==> src/rtl/inv_mix_columns_seq.sv <==
// Sequential AES InvMixColumns: accepts one 128-bit state, transforms
// COLS_PER_CYCLE columns per clock, and holds the result until it is taken.
module inv_mix_columns_seq #(
  parameter int COLS_PER_CYCLE = 1
) (
  input  logic         clk,
  input  logic         rst_n,
  input  logic         in_valid,
  output logic         in_ready,
  input  logic [127:0] data_in,
  output logic         out_valid,
  input  logic         out_ready,
  output logic [127:0] data_out,
  output logic         busy
);

  if (!(COLS_PER_CYCLE == 1 || COLS_PER_CYCLE == 2 || COLS_PER_CYCLE == 4)) begin : g_bad_cols
    $error("inv_mix_columns_seq: COLS_PER_CYCLE must be 1, 2 or 4");
  end

  typedef enum logic [1:0] {IDLE, CALC, DONE} state_e;

  localparam logic [2:0] STEP = 3'(COLS_PER_CYCLE);

  state_e       state_q, state_d;
  logic [1:0]   col_q, col_d;
  logic [127:0] st_q, st_d;
  logic [127:0] res_q, res_d;
  logic [127:0] st_calc;
  logic [1:0]   col_idx;
  logic [2:0]   col_sum;
  logic         last_col;

  function automatic logic [7:0] xtime(input logic [7:0] b);
    return {b[6:0], 1'b0} ^ (b[7] ? 8'h1B : 8'h00);
  endfunction

  // 0E*a0 ^ 0B*a1 ^ 0D*a2 ^ 09*a3, built from shared xtime chains.
  function automatic logic [7:0] inv_byte(input logic [7:0] a0, input logic [7:0] a1,
                                          input logic [7:0] a2, input logic [7:0] a3);
    logic [7:0] a0_2, a0_4, a0_8, a1_2, a1_4, a1_8;
    logic [7:0] a2_2, a2_4, a2_8, a3_2, a3_4, a3_8;
    a0_2 = xtime(a0); a0_4 = xtime(a0_2); a0_8 = xtime(a0_4);
    a1_2 = xtime(a1); a1_4 = xtime(a1_2); a1_8 = xtime(a1_4);
    a2_2 = xtime(a2); a2_4 = xtime(a2_2); a2_8 = xtime(a2_4);
    a3_2 = xtime(a3); a3_4 = xtime(a3_2); a3_8 = xtime(a3_4);
    return (a0_8 ^ a0_4 ^ a0_2) ^ (a1_8 ^ a1_2 ^ a1) ^
           (a2_8 ^ a2_4 ^ a2)   ^ (a3_8 ^ a3);
  endfunction

  function automatic logic [31:0] inv_col(input logic [31:0] c);
    logic [7:0] a0, a1, a2, a3;
    {a0, a1, a2, a3} = c;
    return {inv_byte(a0, a1, a2, a3), inv_byte(a1, a2, a3, a0),
            inv_byte(a2, a3, a0, a1), inv_byte(a3, a0, a1, a2)};
  endfunction

  // Column c lives at bits [(3-c)*32 +: 32]; only the columns due this edge change.
  always_comb begin
    // NOTE: every always_comb output gets a default first so no latch is inferred.
    st_calc = st_q;
    col_idx = col_q;
    for (int j = 0; j < COLS_PER_CYCLE; j++) begin
      col_idx = col_q + 2'(j);
      st_calc[(3 - col_idx) * 32 +: 32] = inv_col(st_q[(3 - col_idx) * 32 +: 32]);
    end
  end

  assign col_sum  = {1'b0, col_q} + STEP;
  assign last_col = col_sum[2];

  // State register.
  always_ff @(posedge clk) begin
    // NOTE: sequential state uses non-blocking assignments so all flops update together.
    if (!rst_n) state_q <= IDLE;
    else        state_q <= state_d;
  end

  // Next-state logic.
  always_comb begin
    state_d = state_q;
    case (state_q)
      IDLE:    if (in_valid)  state_d = CALC;
      CALC:    if (last_col)  state_d = DONE;
      DONE:    if (out_ready) state_d = IDLE;
      default:                state_d = IDLE;
    endcase
  end

  // Outputs decoded from the state alone.
  always_comb begin
    in_ready  = (state_q == IDLE);
    busy      = (state_q == CALC);
    out_valid = (state_q == DONE);
  end

  // Datapath next values; the counter holds at the last column rather than wrapping.
  always_comb begin
    st_d  = st_q;
    col_d = col_q;
    res_d = res_q;
    case (state_q)
      IDLE: begin
        if (in_valid) begin
          st_d  = data_in;
          col_d = 2'd0;
        end
      end
      CALC: begin
        st_d = st_calc;
        if (last_col) res_d = st_calc;
        else          col_d = col_sum[1:0];
      end
      default: ;
    endcase
  end

  always_ff @(posedge clk) begin
    if (!rst_n) begin
      col_q <= 2'd0;
      st_q  <= '0;
      res_q <= '0;
    end else begin
      col_q <= col_d;
      st_q  <= st_d;
      res_q <= res_d;
    end
  end

  assign data_out = res_q;

endmodule

==> config.mk <==
export PLATFORM = sky130hd
export DESIGN_NAME = inv_mix_columns_seq
export DESIGN_NICKNAME = d
export VERILOG_FILES = /design/src/rtl/inv_mix_columns_seq.sv
export SDC_FILE = /design/constraint.sdc
export NUM_CORES = 1
export LEC_CHECK = 0
export CORE_UTILIZATION = 40
export DETAILED_ROUTE_END_ITERATION = 8
export PLACE_DENSITY = 0.67
export RECOVER_POWER = 25
export SETUP_SLACK_MARGIN = 0.2
export SYNTH_ARGS = -nofsm -noshare
export SYNTH_HDL_FRONTEND = slang
export SYNTH_SLANG_ARGS = --single-unit
==> constraint.sdc <==
create_clock -name clk -period 4.7 [get_ports clk]
set_clock_uncertainty 0.15 [all_clocks]
set_input_delay 1.175 -clock clk [delete_from_list [all_inputs] [get_ports clk]]
set_output_delay 1.175 -clock clk [all_outputs]
set_load 0.02 [all_outputs]
## After elaboration in Yosys (flattened, before gate mapping)

Cells that the tools add are included.

| storage, ports and cells | value |
|---|---|
| register bits | 260 |
| input bits | 132 |
| output and inout port bits | 131 |
| logic and storage cells | 92 |

| cells by class | value |
|---|---|
| $add $sub $neg | 3 |
| equal/unequal tests | 6 |
| shift operators | 3 |
| mux-type cells | 22 |
| bitwise logic cells | 48 |
| reduce and logical (&&, ||, !) cells | 6 |

Operators by type and width:

| operator | number |
|---|---|
| $xor A8 B8 Y8 | 38 |
| $pmux W128 S2 | 1 |
| $bwmux W128 | 1 |
| $mux W128 | 1 |
| $shift A32 B34 Y128 const A | 1 |
| $shiftx A128 B33 Y32 | 1 |
| $shiftx A32 B34 Y128 | 1 |
| $xor A8 B5 Y8 | 10 |
| $mux W5 | 12 |
| $neg A32 Y34 | 1 |
| $mux W2 | 5 |
| $pmux W2 S3 | 1 |
| $reduce_and A3 Y1 | 2 |
| $ne A2 B1 Y1 const B | 2 |
| $ne A2 B2 Y1 const B | 2 |
| $pmux W2 S2 | 1 |
| $reduce_and A2 Y1 | 2 |
| $add A2 B1 Y3 const B | 1 |
| $sub A2 B2 Y3 const A | 1 |
| $eq A2 B1 Y1 const B | 1 |
| $eq A2 B2 Y1 const B | 1 |
| $logic_not A2 Y1 | 1 |
| $reduce_bool A2 Y1 | 1 |

## Longest topological paths before layout

| logic depth | value |
|---|---|
| depth after elaboration | 16 |
| gate-level depth with buffers | 13 |
| gate-level depth less buffers | 7 |

## Worst setup path after synthesis

Ideal clock, no wire load.

| timing | value |
|---|---|
| path kind | reg2reg |
| start point | register col_q[0] |
| end point | register res_q[28], in the netlist data_out[28] |
| setup time | 0.116 ns |
| arrival | 3.080 ns |
| required time | 4.434 ns |
| path slack | 1.354 ns |
| stages on the path, launching flop included | 10 |
| buffers on the path | 2 |
| clock period less this slack | 3.346 ns |
| path through | dfxtp_1 buf_6 mux4_1 buf_4 xor2_1 xnor3_1 xnor3_2 xnor2_2 o221ai_1 o211a_1 |

| on the way | value |
|---|---|
| longest elaborated chain between the ends | 13 |
| elaborated cells between the ends (all ways) | 68 |
| those cells by class | 3 x add/sub; 3 x shift; 13 x mux; 48 x bitwise; 1 x reduce/logical |

RTL lines:

| element | RTL line | source |
|---|---|---|
| start: declaration | 26 | `logic [1:0] col_q, col_d;` |
| start signal: assignment | 124 | `col_q <= col_d;` |
| $sub A2 B2 Y3 | 65 | `st_calc[(3 - col_idx) * 32 +: 32] = inv_col(st_q[(3 - col_idx) * 32 +: 32]);` |
| $shiftx A128 B33 Y32 | 65 |  |
| $xor A8 B5 Y8 or $mux W5 (tied branches) (2 in series) | 35 | `return {b[6:0], 1'b0} ^ (b[7] ? 8'h1B : 8'h00);` |
| $mux W5 or $xor A8 B5 Y8 (tied branches) | 35 |  |
| $xor A8 B8 Y8 or $xor A8 B5 Y8 (tied branches) | 35 |  |
| $xor A8 B8 Y8, on equally long branches | 47, 48 |  |
| $xor A8 B8 Y8 (3 in series) | 47 | `return (a0_8 ^ a0_4 ^ a0_2) ^ (a1_8 ^ a1_2 ^ a1) ^` |
| $xor A8 B8 Y8 | 48 | `(a2_8 ^ a2_4 ^ a2) ^ (a3_8 ^ a3);` |
| $shiftx A32 B34 Y128 | 65 |  |
| $bwmux W128 | 65 |  |
| end signal: assignment | 126 | `res_q <= res_d;` |
| end: declaration | 28 | `logic [127:0] res_q, res_d;` |

Parallel ways exist; a longest one is shown, timed or not.
A chain may end at the register's enable or synchronous reset.

## Worst setup path in the final report

| timing | value |
|---|---|
| start point | register col_q[0] |
| end point | register st_q[17] |

| on the way | value |
|---|---|
| longest elaborated chain between the ends | 14 |
| elaborated cells between the ends (all ways) | 67 |
| those cells by class | 2 x add/sub; 3 x shift; 14 x mux; 48 x bitwise |

RTL lines:

| element | RTL line | source |
|---|---|---|
| $sub A2 B2 Y3 * | 65 |  |
| $shiftx A128 B33 Y32 | 65 |  |
| $xor A8 B5 Y8 or $mux W5 (tied branches) (2 in series) | 35 |  |
| $mux W5 or $xor A8 B5 Y8 (tied branches) | 35 |  |
| $xor A8 B8 Y8 or $xor A8 B5 Y8 (tied branches) | 35 |  |
| $xor A8 B8 Y8, on equally long branches | 47, 48 |  |
| $xor A8 B8 Y8 (3 in series) | 47 |  |
| $xor A8 B8 Y8 | 48 |  |
| $shiftx A32 B34 Y128 | 65 |  |
| $bwmux W128 * | 65 |  |
| $pmux W128 S2 * | 102 | `case (state_q)` |
| end signal: assignment | 125 | `st_q <= st_d;` |
| end: declaration | 27 | `logic [127:0] st_q, st_d;` |

Every way passes the cells marked *; elsewhere a longest branch is shown, timed or not.

==> results_dict.tcl <==
set metrics [dict create \
    dp_hpwl_microns 44300 \
    antenna_found_initial 4 \
    max_cap_viol_count 1 \
    rsz0062_at_grt "false" \
    syn_to_final_growth_pct 28.3 \
    ys_warn_count 0 \
    cp-end-kind "flip-flop" \
    p_sw_mw 6.98 \
    switching_share_pct 46.6 \
    worstPathCellList "mux4_1 > xor2_1 > xnor3_1 > xor2_1 > xnor2_1 > a221oi_1 > o21ai_0" \
    dieArea_sq_um 36800 \
    critical_path_buf_inv_count 0 \
    finalWirelength_microns 60700 \
    dp_slack_ps 302 \
    synth.avg_cell_area_sq_um 8.88 \
    p_int_mw 8.01 \
    period_needed_ps 4200 \
    setup-violations-final 0 \
    cts_root_buffer "clkbuf_16" \
    path_common_cell "xor2_1" \
    rows 69 \
    drive_above_1_share_pct 9.88 \
    critPathArrivalTime_ps 4460 \
    p_per_area_nw_per_um2 810 \
    grt_usage_pct 32.6 \
    clk_latency_ps 560 \
    grt.overflow.total 0 \
    fin_crit_sh_pct 89.5 \
    seqPwrFrac_pct 17.2 \
    slew_viol_final 34 \
    critical_path_class "reg -> reg" \
    fill_cells 3251 \
    combPwrFrac_pct 66.5 \
    nNetsFinal 1957 \
    via_count 14100 \
    drc 0 \
    crit_fanout 22 \
    grt_pass1_vias 13600 \
    yosysTopAreaCell "dfxtp_1" \
    core_area_sq_um 35600 \
    p_leak_nw 7.36 \
    clkPwrFrac_pct 16.3 \
    power_mw 15.0 \
    clk_path_buf_depth 3 \
    die-height_microns 192 \
    tns_ps 0 \
    gp_congestion 1.03 \
    synthTopCellsByArea "dfxtp_1, a21oi_1, o21ai_0" \
    vias_per_cell 6.14 \
    drt-pass1-iter-count 6 \
    outcome "finished, violations left" \
    synth_top_cell_area_share_pct 36.1 \
    hold_viol 0 \
    synthCells 1624 \
    syn-num-nets 1761 \
    final_common_cell "dfxtp_1" \
    tightest_slew_ps 1710 \
    postLayoutSetupSlackWorst_ps 495 \
    crit_path_top_delay_cell "mux4_1" \
    fin_area_sq_um 18500 \
    fin_util_pct 52.1 \
    synthFlopType "dfxtp_1" \
    cts.sinks 260 \
    die_w_microns 192 \
    seq_area_frac_synth_pct 36.1 \
    max_freq_ghz 0.238 \
    drtIter0Drc 1695 \
    wl_per_cell_microns 26.3 \
    numCtsBuffers 28 \
    critPathLaunchType "flip-flop" \
    violations "capacitance limit, slew limit" \
    place_area_sq_um 17500 \
    hold_class "reg -> reg" \
    critPathRequiredTime_ps 4960 \
    max_stage_delay_ps 800 \
    grt_start_max_net_pins 92 \
    ir_drop_v 0.000872 \
    start_util_pct 40.6 \
    synth_cell_types 59 \
    crit_family "XOR/XNOR gates" \
    cts_tree "yes" \
    synth_area_sq_um 14400 \
    grt_pass1_wl_microns 89200 \
    mostFrequentLayoutCells "dfxtp_1, a21oi_1, o21ai_0, clkdlybuf4s50_1, nor2_1" \
    htreeDepth 1 \
    path_clk_slew_ps 70 \
    portBuffers 262 \
    synth-async-reset-ratio_pct 0 \
    relSlewSlack_pct -14.2 \
    yosys_register_bits 260 \
    io_pins 263 \
    drtAntennaViolNets 0 \
    synth_edf_count 0 \
]
-- path summary, 6_finish.rpt --
kind	startpoint	end	slack, ps	depth (start not counted)
max reg2reg	col_q[0]	st_q[17]	500	7
min	data_out[109]	data_out[109]	310	2
min reg2reg	data_out[109]	data_out[109]	310	2
max	col_q[0]	st_q[17]	500	7
-- worst reg2reg max path, cell delays in order, from the launching register on --
cell	delay, ps
dfxtp_4	640
mux4_1	810
xor2_1	390
xnor3_1	550
xor2_1	320
xnor2_1	260
a221oi_1	750
o21ai_0	190
-- registers in the layout, indices dropped and copies added, names as in the netlist --
name	cells
st_q	128
state_q	2
col_q	2
data_out	128
-- what timing repair did --
action | in CTS | in global routing
setup buffers | 0 | 0
gates resized for setup | 0 | 1
setup endpoints to repair | 0 | 2
hold buffers | 0 | 0
-- routing by layer --
| layer | vias to the layer above | part of all wire, % | GRT usage (%) |
|---|---|---|---|
| met4 | 2 | 3.2 | 10.0 |
| li1 | 6281 | - | - |
| met2 | 856 | 45 | 51.0 |
| met1 | 6884 | 42 | 45.6 |
| met3 | 122 | 9.3 | 5.50 |
| met5 | - | 0.018 | 0 |
-- metrics by stage --
| stage | cells | hold slack [ps] |
|---|---|---|
| 2_1_floorplan | 1624 | 279 |
| 3_3_place_gp | 2251 | 295 |
| 3_5_place_dp | 2251 | 298 |
| 4_1_cts | 2303 | 313 |
| 5_1_grt | 2303 | 334 |
| 6_report | 2304 | 312 |
-- power by group through the flow --
stage / Combinational [mW] / Sequential (mW) / Clock [mW]
3_5_place_dp: 9.78 / 2.61 / 0
3_3_place_gp: 9.83 / 2.61 / 0
6_report: 9.97 / 2.58 / 2.45
4_1_cts: 9.86 / 2.56 / 2.46
2_1_floorplan: 6.48 / 2.52 / 0
5_1_grt: 10.4 / 2.59 / 2.56
-- Yosys cell counts, drive strengths merged, types with 26 or more instances --
cell type  number
o21ai         180
o221a          26
xnor3          38
and3           37
a21oi         202
clkbuf        122
mux4           32
xnor2         108
buf            31
xor2           29
a221oi         33
nand2         124
nor2          137
dfxtp         260
-- kinds of logic (layout without fill, tap and decap cells) --
kind of cell,after synthesis,in the layout,share of synthesized area [%]
flops,260,260,36.1
simple gates,394,394,12.2
other cells,0,1,0
buf+inv,177,395,5.17
fa+ha+maj,5,5,0.434
compound gates,576,576,24.6
xor+xnor,180,180,16.1
mux,32,32,5.39
-- area by class of cell --
type | instances | area [sq um] | area share, %
sequential | 260 | 5210 | 28.2
tap | 461 | 577 | 3.12
timing repair buffer | 319 | 3090 | 16.7
clock inverter | 10 | 160 | 0.865
antenna | 1 | 2.50 | 0.0135
inverter | 24 | 92.6 | 0.500
multi-input combinational | 1187 | 8510 | 46.0
clock buffer | 42 | 865 | 4.67
(Power assumes the default switching activity.)
==> RTL change 1, RTL diff (same settings) <==
Encoding of `state_e`: now one-hot (3 bits for 3 states).
--- a/src/rtl/inv_mix_columns_seq.sv
+++ b/src/rtl/inv_mix_columns_seq.sv
@@ -20,3 +20,3 @@
 
-  typedef enum logic [1:0] {IDLE, CALC, DONE} state_e;
+  typedef enum logic [2:0] {IDLE = 3'b001, CALC = 3'b010, DONE = 3'b100} state_e;
 
Function: same outputs for any inputs over 4 cycles, from zero or initial values and one cycle with rst_n low; so few cycles prove little.
==> RTL change 1 against the unedited design <==
- critical endpoint is now st_q[92]
- die area is 3.7% higher
- highest routed layer unchanged
- routed wire length is 3.8% lower
- final area grew 2.7%
- global-route usage shrank 3.0 points
- worst setup slack improved by 0.023 ns
- core utilization down 0.23 points
- fmax rose by 0.54%
- the run still ends with capacitance limit, slew limit left
- sequential cell count up 1
- synthesized area rose by 3.7%
Power is not compared: it rests on default switching activity, and its combinational part moved more than twofold at a synthesized area within 25%.
==> RTL change 1: results (changes against the unedited design) <==
** Outcome
- The flow ran to the end, but the final reports show violations.
- The final reports fail on capacitance limit, slew limit.

** STA
- Worst rel slew slack :: -0.358 (-0.216)
- The max-slew violation count is 121 (+260%).

** Global routing
- The met2 capacity usage during global routing is 0.436 (-0.0735).
- Number of global-route vias before repair :: 13529 (-0.16%)
- Met3 usage :: 0.0851 (+0.0301)
- The maximum number of pins on one net before global-route repair came to 139 (+51%).
- The global-route total usage across every layer was 0.296 (-0.0301).
- Antenna violations before repair :: 6 (+2)
- Wire length of the first global-routing pass :: 85500 um (-4.1%)
- Met1 Track Usage GR :: 0.417 (-0.0389)

** Clock tree
- Register clock-pin slew on the reported worst setup and hold paths :: about 0.060 ns
- Clk_lat worst skew :: 0.58 ns (+0.02 ns)
- Post-cts repair resize count :: 0 (unchanged)
- Number of buffers added by the clock tree synthesis step :: 29 (+3.6%)

** Worst setup path
- Largest delay contributor family on the critical path :: XOR/XNOR gates
- The maximum single-stage delay on the critical path came to 0.96 ns (+0.16 ns).
- Depth of the worst register-to-register path :: 8 (+1)
- The data arrival at the endpoint of the critical path was 4.50 ns (+0.04 ns).
- Largest fanout on the critical path :: 22 (unchanged)

** Routing
- The wire length per cell after detailed routing was 23.8 um (-9.7%).
- The met1 layer wirelength in the final routing came to 25400 um (-1.1%).
- First DRT Iteration DRCs :: 1556 (-8.2%)
- The total wirelength of the detailed-routed design is 58300 um (-3.8%).
- The number of iterations in the first detailed-routing pass came to 5 (-1).
- The detailed router used layers up to and including met5.
- Vias per Instance :: 5.84 (-4.9%)
- The total met3 wirelength after detailed routing was 6360 um (+13%).
- The length of routed met2 wiring is 25000 um (-8.9%).

** Cells and area
- Layout filler cell count :: 3403 (+4.7%)
- The net count of the finished layout is 2101 (+7.4%).
- The layout cell share with drive strength beyond 1 was 0.0806 (-0.0182).

** Synth
- The count of different cell masters after synthesis came to 52 (-12%).
- Yosys attributes the largest share of cell area to sky130_fd_sc_hd__dfxtp_1, sky130_fd_sc_hd__nand2_1, sky130_fd_sc_hd__xnor2_1, sky130_fd_sc_hd__o311a_1, sky130_fd_sc_hd__a21oi_1.
- Total nets after synthesis :: 1914 (+8.7%)
- The proportion of synthesized chip area in sequential cells is 0.349 (-0.0115).
- The post-synthesis average cell area is 8.42 um2 (-5.2%).
- Ranked by instance count, the synthesized netlist is headed by sky130_fd_sc_hd__nand2_1, sky130_fd_sc_hd__dfxtp_1, sky130_fd_sc_hd__clkbuf_1.

** Placement
- The placed standard-cell area came to 18000 um2 (+2.8%).
- Worst slack at placement :: 0.544 ns (+0.242 ns)
- The final RePlAce weighted congestion came to 0.952 (-7.7%).
- Buffers added on ports :: 262 (unchanged)
- The estimated wirelength of the detail-placed design is 42000 um (-5.1%).
- Dpl cells :: 2401 (+6.7%)

** Flow run
- The max capacitance violation total came to 2 (+1).

** Power
- Lkg Pwr :: approximately 8 nW
- Overall power consumption after layout is estimated at approximately 8.9 mW.
-- RTL change 1: layout make-up --
cell class	instances	area, um2	share of cell area
antenna	1	2.50	0.000132
clock inverter	8	183	0.00961
clock buffer	43	868	0.0457
sequential	261	5230	0.275
tap	468	586	0.0308
multi-input combinational	1332	8950	0.471
timing repair buffer	317	3120	0.164
inverter	23	86.3	0.00454
-- RTL change 1: kinds of logic after synthesis --
family                   after synthesis  share of synthesized area
multiplexers                          32                     0.0514
XOR/XNOR                             177                      0.149
flip-flops                           261                      0.349
AND/OR/NAND/NOR                      757                      0.224
buffers and inverters                184                     0.0549
adder cells (fa/ha/maj)                5                    0.00418
AO/OA/AOI/OAI                        361                      0.167
-- RTL change 1: final timing paths --
kind,to,startpoint,slack [ns]
setup / recovery,st_q[92],col_q[0],0.52
hold / removal,data_out[61],data_out[61],0.30
setup reg to reg,st_q[92],col_q[0],0.52
hold reg to reg,data_out[61],data_out[61],0.30
==> RTL change 2, RTL diff (config.mk and constraints unchanged) <==
Without the edit above. Reset style: asynchronous (`rst_n`), changed in 2 clocked blocks.
--- a/src/rtl/inv_mix_columns_seq.sv
+++ b/src/rtl/inv_mix_columns_seq.sv
@@ -72,3 +72,3 @@
   // State register.
-  always_ff @(posedge clk) begin
+  always_ff @(posedge clk or negedge rst_n) begin
     // NOTE: sequential state uses non-blocking assignments so all flops update together.
@@ -117,3 +117,3 @@
 
-  always_ff @(posedge clk) begin
+  always_ff @(posedge clk or negedge rst_n) begin
     if (!rst_n) begin
Check against the original RTL: differs if rst_n is asserted again (counterexample within 4 cycles, from zero or initial values and one cycle with rst_n low); with rst_n held inactive, the same outputs for 4 cycles.
==> RTL change 2 against the unedited design <==
- the flow still finishes with violations (capacitance limit, slew limit)
- via count shrank 8.9%
- final area is 1.7% higher
- sequential cell count unchanged
- global-route usage fell by 2.4 points
- synthesized area up 2.8%
- worst setup slack better by 0.12 ns
- routed wire length decreased by 5.1%
- count of clock-buffer cells in the layout is 3 lower
- critical path type unchanged
- highest routed layer is now met4
Power is not shown: default switching activity piles up to over one toggle a cycle in this logic, so the estimate is an artifact.
==> RTL change 2: results (changes against the unedited design) <==
** STA
- The worst hold slack across all endpoints was 0.328 ns (+0.0164 ns).
- The max-slew violation count came to 102 (+200%).
- Worst rel slew slack :: -0.834 (-0.691)

** Routing
- The DRC marker count from the first detailed-route iteration is 1421 (-16%).
- The total wirelength of the detailed-routed design is 57600 um (-5.1%).
- The detailed-route via count came to 12885 (-8.9%).
- The number of iterations in the first detailed-routing pass is 7 (+1).
- The wire length per cell after detailed routing was 27.0 um (+2.7%).

** Cells and area
- Share of final-layout standard cells stronger than drive strength 1 :: 0.100 (+0.00168)
- The number of fill cells in the layout is 3240 (-0.34%).
- The net count of the finished layout is 1778 (-9.1%).
- The diode insertion count for antenna repair came to 0 (-1).

** Placement
- The final RePlAce weighted congestion is 0.965 (-6.4%).
- The estimated wirelength of the detail-placed design came to 41800 um (-5.7%).
- The cell count after placement is 2078 (-7.7%).

** Global routing
- Maximum number of pins on one net before global-route repair :: 104 (+13%)
- The number of antenna violations at the first check in global routing is 0 (-4).
- The global-route total usage across every layer came to 0.302 (-0.0241).
- Remaining global-route overflow :: 0 (unchanged)
- Wire length of the first global-routing pass :: 85100 um (-4.5%)

** Synth
- Proportion of synthesized chip area in sequential cells :: 0.439 (+0.0780)
- The async set or reset register ratio after synthesis is 1.00 (+1.00).
- Sorting the synthesized cells by how often they occur yields sky130_fd_sc_hd__dfrtp_1, sky130_fd_sc_hd__nand2_1, sky130_fd_sc_hd__o21ai_0.
- Area contributors post-synth :: sky130_fd_sc_hd__dfrtp_1, sky130_fd_sc_hd__xnor2_1, sky130_fd_sc_hd__o21ai_0, sky130_fd_sc_hd__nand2_1, sky130_fd_sc_hd__xnor3_1
- The number of nets in the synthesized netlist was 1551 (-12%).
- Post-Synthesis Cells :: 1414 (-13%)

** Worst setup path
- The setup slack on the worst flop-to-flop path is 0.61 ns (+0.12 ns).
- The largest driver fanout on the critical path is 15 (-32%).
- Crit path DAT :: 4.42 ns (-0.04 ns)

** Outcome
- Status :: finished, violations left
- Violations in the final reports :: capacitance limit, slew limit

** Clock tree
- The number of buffers created by CTS is 29 (+3.6%).

** Flow run
- Count of max-cap constraint violations :: 1 (unchanged)
[RTL change 2: kinds of logic after synthesis]
group	Yosys count	synth area share
AO/OA/AOI/OAI	420	0.184
multiplexers	40	0.0564
adder cells (fa/ha/maj)	5	0.00422
buffers and inverters	139	0.0487
XOR/XNOR	186	0.163
AND/OR/NAND/NOR	364	0.105
flip-flops	260	0.439
[RTL change 2: routing by layer]
metal	share of wire	global-route usage
met5	0	0
met4	0.040	0.116
met3	0.092	0.0550
met2	0.45	0.470
met1	0.41	0.417
[RTL change 2: path summary, 6_finish.rpt]
check,end,cells after the start,from
worst max-delay path,st_q[52],8,col_q[0]
worst min-delay path,data_out[92],2,data_out[92]
worst max register to register,st_q[52],8,col_q[0]
worst min register to register,data_out[92],2,data_out[92]
max in group asynchronous,data_out[70],2,rst_n
min in group asynchronous,data_out[87],1,rst_n
[RTL change 2: layout make-up]
class / instances / share of cell area
clock inverters: 13 / 0.00950
flip-flops and latches: 260 / 0.346
well taps: 468 / 0.0311
inverters: 25 / 0.00498
multi-input cells: 1015 / 0.405
repair buffers: 310 / 0.159
clock buffers: 39 / 0.0442
[RTL change 2: stage by stage]
stage	area (um2)	setup WS (ns)	util
finish	18800	0.615	0.516
global route	18800	0.406	0.516
CTS	18800	0.599	0.516
detailed placement	17800	0.614	0.488
global placement	17800	0.624	0.488
floorplan	14800	1.48	-
[RTL change 2: critical path, cell delays in order, from the launching register on]
cell and delay (ns):
sky130_fd_sc_hd__dfrtp_2 0.74, sky130_fd_sc_hd__buf_4 0.32, sky130_fd_sc_hd__mux4_2 0.70, sky130_fd_sc_hd__xnor3_1 0.50, sky130_fd_sc_hd__xnor2_1 0.43, sky130_fd_sc_hd__xnor3_2 0.50
sky130_fd_sc_hd__xnor2_2 0.37, sky130_fd_sc_hd__nand2_1 0.10, sky130_fd_sc_hd__a31oi_1 0.19
